===== src/rtl/map_pkg.sv =====
// Shared map definitions for the snake game: map geometry, cell colours,
// arbiter state encoding and the write-queue entry layout.
package map_pkg;

  localparam int MAP_WIDTH   = 14;
  localparam int MAP_HEIGHT  = 14;
  localparam int MAP_DEPTH   = MAP_WIDTH * MAP_HEIGHT;
  localparam int MAP_A_WIDTH = 8;
  localparam int MAP_D_WIDTH = 2;

  typedef logic [MAP_A_WIDTH-1:0] map_addr_t;
  typedef logic [MAP_D_WIDTH-1:0] cell_t;

  localparam cell_t CELL_LIME  = 2'b00;
  localparam cell_t CELL_GLASS = 2'b01;
  localparam cell_t CELL_WHITE = 2'b10;
  localparam cell_t CELL_BLACK = 2'b11;

  localparam logic [0:0] ST_IDLE  = 1'b0;
  localparam logic [0:0] ST_CLEAR = 1'b1;

  typedef struct packed {
    map_addr_t addr;
    cell_t     data;
  } wq_entry_t;

endpackage


===== src/rtl/map_wq_fifo.sv =====
// Small synchronous FIFO holding pending game-engine cell writes.
// Push is refused when full, pop is ignored when empty.
module map_wq_fifo #(
  parameter int DEPTH = 4,
  parameter int WIDTH = 10
) (
  input  logic                     clk,
  input  logic                     rst_n,
  input  logic                     i_push,
  input  logic [WIDTH-1:0]         i_din,
  input  logic                     i_pop,
  output logic [WIDTH-1:0]         o_dout,
  output logic                     o_full,
  output logic                     o_empty,
  output logic [$clog2(DEPTH):0]   o_count
);

  localparam int AW = $clog2(DEPTH);
  localparam int CW = AW + 1;

  logic [WIDTH-1:0] r_mem [DEPTH];
  logic [AW-1:0]    r_wptr;
  logic [AW-1:0]    r_rptr;
  logic [CW-1:0]    r_count;
  logic             w_push;
  logic             w_pop;

  assign o_full  = (r_count == CW'(DEPTH));
  assign o_empty = (r_count == '0);
  assign o_count = r_count;
  assign o_dout  = r_mem[r_rptr];

  // Full is judged on the registered count, so a same-cycle pop never frees a slot.
  assign w_push = i_push & ~o_full;
  assign w_pop  = i_pop  & ~o_empty;

  // NOTE: storage has no reset; only the pointers and count define validity.
  always_ff @(posedge clk) begin
    if (w_push) r_mem[r_wptr] <= i_din;
  end

  // NOTE: sequential state uses non-blocking assignments so all registers
  // update together at the edge regardless of statement order.
  always_ff @(posedge clk or negedge rst_n) begin
    if (!rst_n) begin
      r_wptr  <= '0;
      r_rptr  <= '0;
      r_count <= '0;
    end else begin
      if (w_push) r_wptr <= r_wptr + AW'(1);
      if (w_pop)  r_rptr <= r_rptr + AW'(1);
      case ({w_push, w_pop})
        2'b10:   r_count <= r_count + CW'(1);
        2'b01:   r_count <= r_count - CW'(1);
        default: r_count <= r_count;
      endcase
    end
  end

endmodule


===== src/rtl/map_mem_arbiter.sv =====
// Single-port map RAM arbiter: clear sweep > renderer read > queued game write.
// All RAM controls are registered; reads return three cycles after acceptance.
module map_mem_arbiter
  import map_pkg::*;
#(
  parameter int    WQ_DEPTH  = 4,
  parameter cell_t CLEAR_VAL = CELL_LIME
) (
  input  logic                   CLK,
  input  logic                   RST_BTN,
  input  logic                   pix_stb,
  input  logic                   rd_req,
  input  logic [MAP_A_WIDTH-1:0] rd_addr,
  output logic [MAP_D_WIDTH-1:0] rd_data,
  output logic                   rd_valid,
  input  logic                   wr_req,
  input  logic [MAP_A_WIDTH-1:0] wr_addr,
  input  logic [MAP_D_WIDTH-1:0] wr_data,
  output logic                   wr_ready,
  input  logic                   clr_start,
  output logic                   clr_busy,
  output logic                   err_drop,
  output logic [MAP_A_WIDTH-1:0] mem_addr,
  output logic                   mem_we,
  output logic [MAP_D_WIDTH-1:0] mem_wdata,
  input  logic [MAP_D_WIDTH-1:0] mem_rdata
);

  localparam int CW = $clog2(WQ_DEPTH) + 1;

  logic [0:0]             r_state;
  logic [MAP_A_WIDTH-1:0] r_cnt;
  logic [MAP_A_WIDTH-1:0] r_mem_addr;
  logic                   r_mem_we;
  logic [MAP_D_WIDTH-1:0] r_mem_wdata;
  logic                   r_rd_p1;
  logic                   r_rd_p2;
  logic                   r_clr_p1;
  logic                   r_clr_p2;
  logic                   r_rd_valid;
  logic [MAP_D_WIDTH-1:0] r_rd_data;
  logic                   r_err;

  wq_entry_t              w_new;
  wq_entry_t              w_head;
  logic                   w_full;
  logic                   w_empty;
  logic [CW-1:0]          w_count;
  logic                   w_rd_acc;
  logic                   w_clr_ctx;
  logic                   w_sweep_last;
  logic                   w_pop;

  assign w_new        = '{addr: wr_addr, data: wr_data};
  assign w_rd_acc     = rd_req & pix_stb;
  assign w_sweep_last = (r_state == ST_CLEAR) && (r_cnt == MAP_A_WIDTH'(MAP_DEPTH - 1));
  // A read accepted while the sweep owns the next RAM slot is answered with CLEAR_VAL.
  assign w_clr_ctx    = (r_state == ST_CLEAR) || clr_start;
  assign w_pop        = (r_state == ST_IDLE) && !clr_start && !w_rd_acc && !w_empty;

  map_wq_fifo #(
    .DEPTH (WQ_DEPTH),
    .WIDTH ($bits(wq_entry_t))
  ) u_wq (
    .clk     (CLK),
    .rst_n   (RST_BTN),
    .i_push  (wr_req),
    .i_din   (w_new),
    .i_pop   (w_pop),
    .o_dout  (w_head),
    .o_full  (w_full),
    .o_empty (w_empty),
    .o_count (w_count)
  );

  always_ff @(posedge CLK or negedge RST_BTN) begin
    if (!RST_BTN) begin
      r_state     <= ST_IDLE;
      r_cnt       <= '0;
      r_mem_addr  <= '0;
      r_mem_we    <= 1'b0;
      r_mem_wdata <= '0;
    end else begin
      r_mem_we <= 1'b0;
      case (r_state)
        ST_IDLE: begin
          if (clr_start) begin
            r_state     <= ST_CLEAR;
            r_cnt       <= '0;
            r_mem_we    <= 1'b1;
            r_mem_addr  <= '0;
            r_mem_wdata <= CLEAR_VAL;
          end else if (w_rd_acc) begin
            r_mem_addr  <= rd_addr;
          end else if (w_pop) begin
            r_mem_we    <= 1'b1;
            r_mem_addr  <= w_head.addr;
            r_mem_wdata <= w_head.data;
          end
        end
        ST_CLEAR: begin
          if (w_sweep_last) begin
            r_state     <= ST_IDLE;
          end else begin
            r_cnt       <= r_cnt + MAP_A_WIDTH'(1);
            r_mem_we    <= 1'b1;
            r_mem_addr  <= r_cnt + MAP_A_WIDTH'(1);
            r_mem_wdata <= CLEAR_VAL;
          end
        end
        default: r_state <= ST_IDLE;
      endcase
    end
  end

  // Read pipeline: address out at N+1, RAM data at N+2, result at N+3.
  always_ff @(posedge CLK or negedge RST_BTN) begin
    if (!RST_BTN) begin
      r_rd_p1    <= 1'b0;
      r_rd_p2    <= 1'b0;
      r_clr_p1   <= 1'b0;
      r_clr_p2   <= 1'b0;
      r_rd_valid <= 1'b0;
      r_rd_data  <= '0;
    end else begin
      r_rd_p1    <= w_rd_acc;
      r_clr_p1   <= w_rd_acc & w_clr_ctx;
      r_rd_p2    <= r_rd_p1;
      r_clr_p2   <= r_clr_p1;
      r_rd_valid <= r_rd_p2;
      if (r_rd_p2) r_rd_data <= r_clr_p2 ? CLEAR_VAL : mem_rdata;
    end
  end

  always_ff @(posedge CLK or negedge RST_BTN) begin
    if (!RST_BTN)             r_err <= 1'b0;
    else if (wr_req & w_full) r_err <= 1'b1;
  end

  assign wr_ready  = (w_count != CW'(WQ_DEPTH));
  assign clr_busy  = (r_state == ST_CLEAR);
  assign err_drop  = r_err;
  assign mem_addr  = r_mem_addr;
  assign mem_we    = r_mem_we;
  assign mem_wdata = r_mem_wdata;
  assign rd_valid  = r_rd_valid;
  assign rd_data   = r_rd_data;

endmodule


===== config.mk =====
export PLATFORM = sky130hd
export DESIGN_NAME = map_mem_arbiter
export DESIGN_NICKNAME = d
export VERILOG_FILES = /design/src/rtl/map_pkg.sv /design/src/rtl/map_wq_fifo.sv /design/src/rtl/map_mem_arbiter.sv
export SDC_FILE = /design/constraint.sdc
export NUM_CORES = 1
export LEC_CHECK = 0
export ABC_AREA = 1
export BUFFER_PORTS_ARGS = -buffer_cell sky130_fd_sc_hd__buf_2
export CAP_MARGIN = 20
export CORE_MARGIN = 3
export CORE_UTILIZATION = 45
export DETAILED_ROUTE_END_ITERATION = 8
export PLACE_DENSITY = 0.73
export SLEW_MARGIN = 20
export SYNTH_ARGS = -nofsm -noshare
export SYNTH_HDL_FRONTEND = slang
export SYNTH_HIERARCHICAL = 1
export SYNTH_SLANG_ARGS = --single-unit

===== constraint.sdc =====
create_clock -name CLK -period 2.3 [get_ports CLK]
set_input_delay 0.23 -clock CLK [delete_from_list [all_inputs] [get_ports CLK]]
set_output_delay 0.23 -clock CLK [all_outputs]
set_load 0.005 [all_outputs]

==> results of run 1 <==
[per-stage QoR]
stage | setup slack [ns] | util, % | cell area, sq um | hold WS, ns | power [uW]
2_1_floorplan | 0.3551 | - | 3538 | -0.06559 | 2673
3_3_place_gp | 0.3001 | 51.48 | 3834 | 0.3336 | 2974
3_5_place_dp | 0.1239 | 51.48 | 3834 | 0.3347 | 3023
4_1_cts | 0.09524 | 54.18 | 4035 | 0.07281 | 4025
5_1_grt | 0.01049 | 54.25 | 4040 | 0.06072 | 4278
6_report | 0.1487 | 54.25 | 4040 | 0.09443 | 3982
[cells in the final DEF, fill, tap and decap left out, drive strengths merged]
| cell type | n |
|---|---|
| o21ai | 16 |
| inv | 56 |
| edfxtp | 40 |
| clkinv | 3 |
| clkbuf | 9 |
| a21oi | 8 |
| nor2 | 20 |
| dfrtp | 35 |
| ha | 6 |
| nand2 | 111 |
| xnor2 | 1 |
| dlygate4sd3 | 1 |
| clkinvlp | 2 |
| nand4 | 1 |
| fa | 1 |
| bufinv | 1 |
| a21o | 1 |
| o211ai | 20 |
| nand3 | 26 |
| buf | 50 |
[repair_timing]
action / CTS / global route
hold buffers: 1 / 0
hold endpoints to repair: 35 / 0
gates resized for setup: 0 / 1
setup endpoints to repair: 0 / 2
[final timing paths]
kind / startpoint / to / slack [ns] / cells past startpoint
min: wr_data[1] / u_wq/r_mem[0][1] / 0.09 / 1
max in group asynchronous: RST_BTN / mem_addr[2] / 1.29 / 2
min reg2reg: r_clr_p1 / r_clr_p2 / 0.35 / 0
max: u_wq/o_count[2] / u_wq/o_count[2] / 0.15 / 13
min in group asynchronous: RST_BTN / rd_data[0] / 0.51 / 2
max reg2reg: u_wq/o_count[2] / u_wq/o_count[2] / 0.15 / 13
[area by class of cell]
type / instances / area (sq um)
fill: 705 / 3407
timing repair buffer: 51 / 280.3
multi-input combinational: 211 / 1152
sequential: 75 / 2077
clock inverter: 6 / 67.56
tap: 99 / 123.9
clock buffer: 9 / 123.9
inverter: 56 / 215.2
[cell families (layout without fill, tap and decap cells)]
kind of cell               count (synthesis)  after routing  share of synthesized area (%)
buffers and inverters                     65            122                          8.876
xor gates and xnor gates                   1              1                         0.2476
and+or+nand+nor                          158            158                          20.26
adders and majority gates                  7              7                          2.687
DFF                                       75             75                          58.70
AOI/OAI and AO/OA                         45             45                          9.229
[registers in the layout (all words and copies together), names as in the netlist, 2 cells and up]
signal        flops
u_wq/r_wptr       2
mem_addr          8
r_cnt             8
u_wq/o_count      3
u_wq/r_mem       40
rd_data           2
mem_wdata         2
u_wq/r_rptr       2
[power breakdown]
group / leakage (uW) / total, uW / internal (uW) / switching [uW]
logic: 0.00108 / 1050 / 394 / 657
registers: 0.000785 / 1950 / 1760 / 187
clock network: 0.0000913 / 981 / 496 / 485
[routing by layer]
metal / routed length (um) / vias to the layer above / share of wire, %
met5: 0 / - / 0
met4: 130 / 0 / 1.9
met3: 336 / 12 / 5.0
met2: 3294 / 53 / 49
met1: 2982 / 1134 / 44
li1: - / 1243 / -
[critical path, stage by stage, from the launching register on]
cell	delay [ns]
dfrtp_1	0.41
inv_1	0.10
nand3_2	0.12
inv_1	0.11
nor2_4	0.17
nand2_1	0.12
inv_1	0.08
ha_1	0.16
inv_1	0.07
fa_1	0.39
nand2_1	0.12
nand3_1	0.08
nand2_1	0.06
nand2_1	0.05
==> flow_summary.toml, run 1 <==
[global_route]
grt_max_degree = 36
grt_pass1_wl_mm = 11.21
grt_use_total_pct = 16.79
grt_pass1_vias = 2411
grtUsageMet3_pct = 5.817
met1_usage_pct = 20.02
grtUsageMet2_pct = 28.07
grt_overflow = 0
antenna_found_initial = 0
busiest_layer = "met2"

[pwr]
p_leak_uw = 0.001956
ir_drop_uv = 574.1
power.density_nw_per_um2 = 985.7

[worst_setup_path]
start_kind = "register"
cp_data_arrival_time_ns = 2.40
critPathKind = "register to register"
worst_setup_path_end_kind = "register"
cp.required_ns = 2.54
cp_max_fo = 6

[yosys]
synth.most_common_cell = "nand2_1"
synthCells = 351
synthTopCellsByArea = "edfxtp_1 (34%), dfrtp_1 (25%), nand2_1 (11%)"
synth_warnings = 6
synth_top_area_cell = "edfxtp_1"
synth-seq-area-share_pct = 58.70
synth_top_flop_cell = "edfxtp_1"
synth_edf_count = 40
async_flop_share_pct = 46.67
synth_common_cells = "nand2_1 (103), inv_1 (53), edfxtp_1 (40)"
synth_seq_cells = 75
synth.avg_cell_area_sq_um = 10.08
synth_cell_types = 30
synth_top_cell_area_share_pct = 33.95
syn_area_sq_um = 3538
syn_nets = 384

[clock_tree]
clkTransAtPathRegs_ns = 0.08
clockBufferDepth = 2
ctsHtreeMaxLevel = 3
cts_root_buf = "clkbuf_8"
clock-sinks = 75
cts_buffers = 9
tritoncts = "yes"
clk_latency_ns = 0.35
post_cts_buffers = 0

[timing]
finalClockSkew_ns = 0.007631
drv_slew = 0
tns_ns = 0
rsz0062_at_grt = "false"
layout_min_cycle_time_ns = 2.151
fmax_ghz = 0.4648
fin_crit_sh_pct = 93.53
setup_violations = 0
max_slew_margin_pct = 46.71
finalHoldViolations = 0
worst-slew-pin-transition_ns = 0.7993

[final_layout]
area_delta_synth_final_pct = 14.18
num_antenna_cells = 0
nets = 437
fin_cells = 507
drive_above_1_share_pct = 22.79

[detailed_routing]
vias_per_cell = 4.817
drc = 0
drtIter0Drc = 96
antenna_left = 0
drt-total-wl_mm = 6.744
routedWlPerCell_um = 13.30
drt_pass1_iterations = 4
via_count = 2442

[floorplanning]
pin_count = 43
start_util_pct = 47.51
core_sq_um = 7447
die_area_sq_um = 8963
die_h_um = 94.68
rows = 31
dieWidth_um = 94.68

[worst_hold_path]
hold_class = "input port to register"

[job]
cap_violations = 0

[placed_design]
gp_congestion = 0.8695
portBuffers = 42
dp_cells = 491
detailedPlacementHpwl_mm = 4.760

[run_status]
status = "completed"
No activity file was read; power rests on OpenSTA's default activity.
==> run 2: changes to the inputs <==
--- a/config.mk
+++ b/config.mk
@@ -6,12 +6,12 @@
 export NUM_CORES = 1
 export LEC_CHECK = 0
 export ABC_AREA = 1
-export BUFFER_PORTS_ARGS = -buffer_cell sky130_fd_sc_hd__buf_2
 export CAP_MARGIN = 20
 export CORE_MARGIN = 3
 export CORE_UTILIZATION = 45
 export DETAILED_ROUTE_END_ITERATION = 8
-export PLACE_DENSITY = 0.73
+export DONT_BUFFER_PORTS = 1
+export PLACE_DENSITY = 0.69
 export SLEW_MARGIN = 20
 export SYNTH_ARGS = -nofsm -noshare
 export SYNTH_HDL_FRONTEND = slang
==> run 2 against run 1 <==
  * Utilization fell by 0.69 points
  * Combinational power fell by 9.8%
  * Sequential cell count unchanged
  * Sequential share of layout area grew 0.66 points
  * Worst hold slack got worse by 0.077 ns
  * Die area unchanged
  * First-iteration DRC count grew 59%
==> flow_summary.toml, run 2 (synthesis gave the netlist of run 1 again) <==
[run_status]
status = "completed"

[placed_design]
detailedPlacementHpwl_mm = 4.679
dp_cells = 448
portBuffers = 0
gp_congestion = 0.8945

[timing]
layout_min_cycle_time_ns = 2.022
hold_ws_ns = 0.01695
worst-slew-pin-transition_ns = 0.4673
setup_violations = 0
fin_crit_sh_pct = 87.92
finalClockSkew_ns = 0.003996
tns_ns = 0
max_slew_margin_pct = 68.80
fmax_ghz = 0.4945
rsz0062_at_grt = "false"
drv_slew = 0
finalHoldViolations = 0

[clock_tree]
clkTransAtPathRegs_ns = 0.08
ctsHtreeMaxLevel = 3
cts_buffers = 9
tritoncts = "yes"
clk_latency_ns = 0.35
clockBufferDepth = 2
clock-sinks = 75
cts_root_buf = "clkbuf_8"

[final_layout]
top_register = "u_wq/r_mem"
layout_commonest_cell = "nand2_1"
num_antenna_cells = 0
drive_above_1_share_pct = 13.46
fin_cells = 478
final_cell_mix = "nand2_1 (103), inv_1 (53), edfxtp_1 (40)"
post-route-util_pct = 53.56
largest_register_ffs = 40
area_delta_synth_final_pct = 12.73
nets = 407

[worst_setup_path]
critPathKind = "register to register"
critical_path.top_delay_family = "simple AND/OR/NAND/NOR gates"
worst_setup_path_end_kind = "register"
rr_endpoint = "u_wq/o_count[2]"
r2r_cells = 13
critPathCapture = "u_wq/o_count[2]"
cp_max_fo = 6
startpoint = "u_wq/o_count[0]"
cp_slowest_cell = "dfrtp_1"
cp_slowest_stage_delay_ns = 0.39
cp.depth = 13
r2r_start = "u_wq/o_count[0]"
regToRegSetupSlack_ns = 0.28
cp.required_ns = 2.55
crit_chain = "inv_1 -> nand3_2 -> inv_1 -> nor2_4 -> nand2_1 -> inv_1 -> ha_1 -> inv_1 -> fa_1 -> nand2_1 -> nand3_1 -> nand2_1 -> nand2_1"
cp_data_arrival_time_ns = 2.27
cp_num_buf_inv = 4
start_kind = "register"

[detailed_routing]
antenna_left = 0
drt_pass1_iterations = 4
drc = 0
via_count = 2328
drt-total-wl_mm = 6.746
wl_met1_mm = 2.898
highest_layer = "met4"
wl_met3_um = 375
wl_met2_mm = 3.416
routedWlPerCell_um = 14.11
drtIter0Drc = 153
vias_per_cell = 4.870

[floorplanning]
pin_count = 43
die_area_sq_um = 8963
dieWidth_um = 94.68
die_h_um = 94.68
core_sq_um = 7447
rows = 31
start_util_pct = 47.51

[pwr]
finalPower_uw = 4028
p_leak_uw = 0.001862
ir_drop_uv = 700.5
power.density_nw_per_um2 = 1010

[worst_hold_path]
hold_class = "input port to register"
min_from = "wr_req"

[global_route]
grt_max_degree = 36
grt_overflow = 0
antenna_found_initial = 0
grt_use_total_pct = 16.59
grt_pass1_vias = 2334
grt_pass1_wl_mm = 11.10

[job]
cap_violations = 0
-- run 2: cell type report --
cell class	instances	area, sq um
clock inverters	6	90.09
inverters	56	215.2
repair buffers	21	202.7
well taps	99	123.9
fillers	672	3458
flip-flops and latches	75	2077
multi-input cells	211	1152
clock buffers	10	127.6
-- run 2: what timing repair did --
action                     4_1_cts  5_1_grt
gates resized for setup          0        1
setup endpoints to repair        0        1
hold buffers                    14        0
hold endpoints to repair        77        0
setup buffers                    0        0
-- run 2: worst min path at each step --
stage,endpoint,depth (start not counted)
2_1_floorplan,clr_busy,0
3_3_place_gp,rd_valid,0
3_5_place_dp,rd_data[1],0
4_1_cts,u_wq/r_wptr[0],2
5_1_grt,u_wq/r_wptr[0],2
6_report,u_wq/r_wptr[0],2
-- run 2: per-stage QoR --
stage	area (sq um)	setup slack, ns
after detailed placement	3616	0.2271
after global placement	3616	0.2948
after CTS	3984	0.2098
final	3989	0.2779
after global routing	3989	0.02506
after floorplan	3538	0.3551
-- run 2: power by group --
part	switching [uW]	internal [uW]	leakage, uW	total, uW
clock network	495	612	0.000106	1110
logic	607	340	0.000971	947
registers	209	1760	0.000785	1970
-- run 2: routing by layer --
layer	global-route usage, %	vias up
li1	-	1190
met1	19.58	1083
met2	28.36	48
met3	6.135	7
met4	4.688	0
met5	0	-
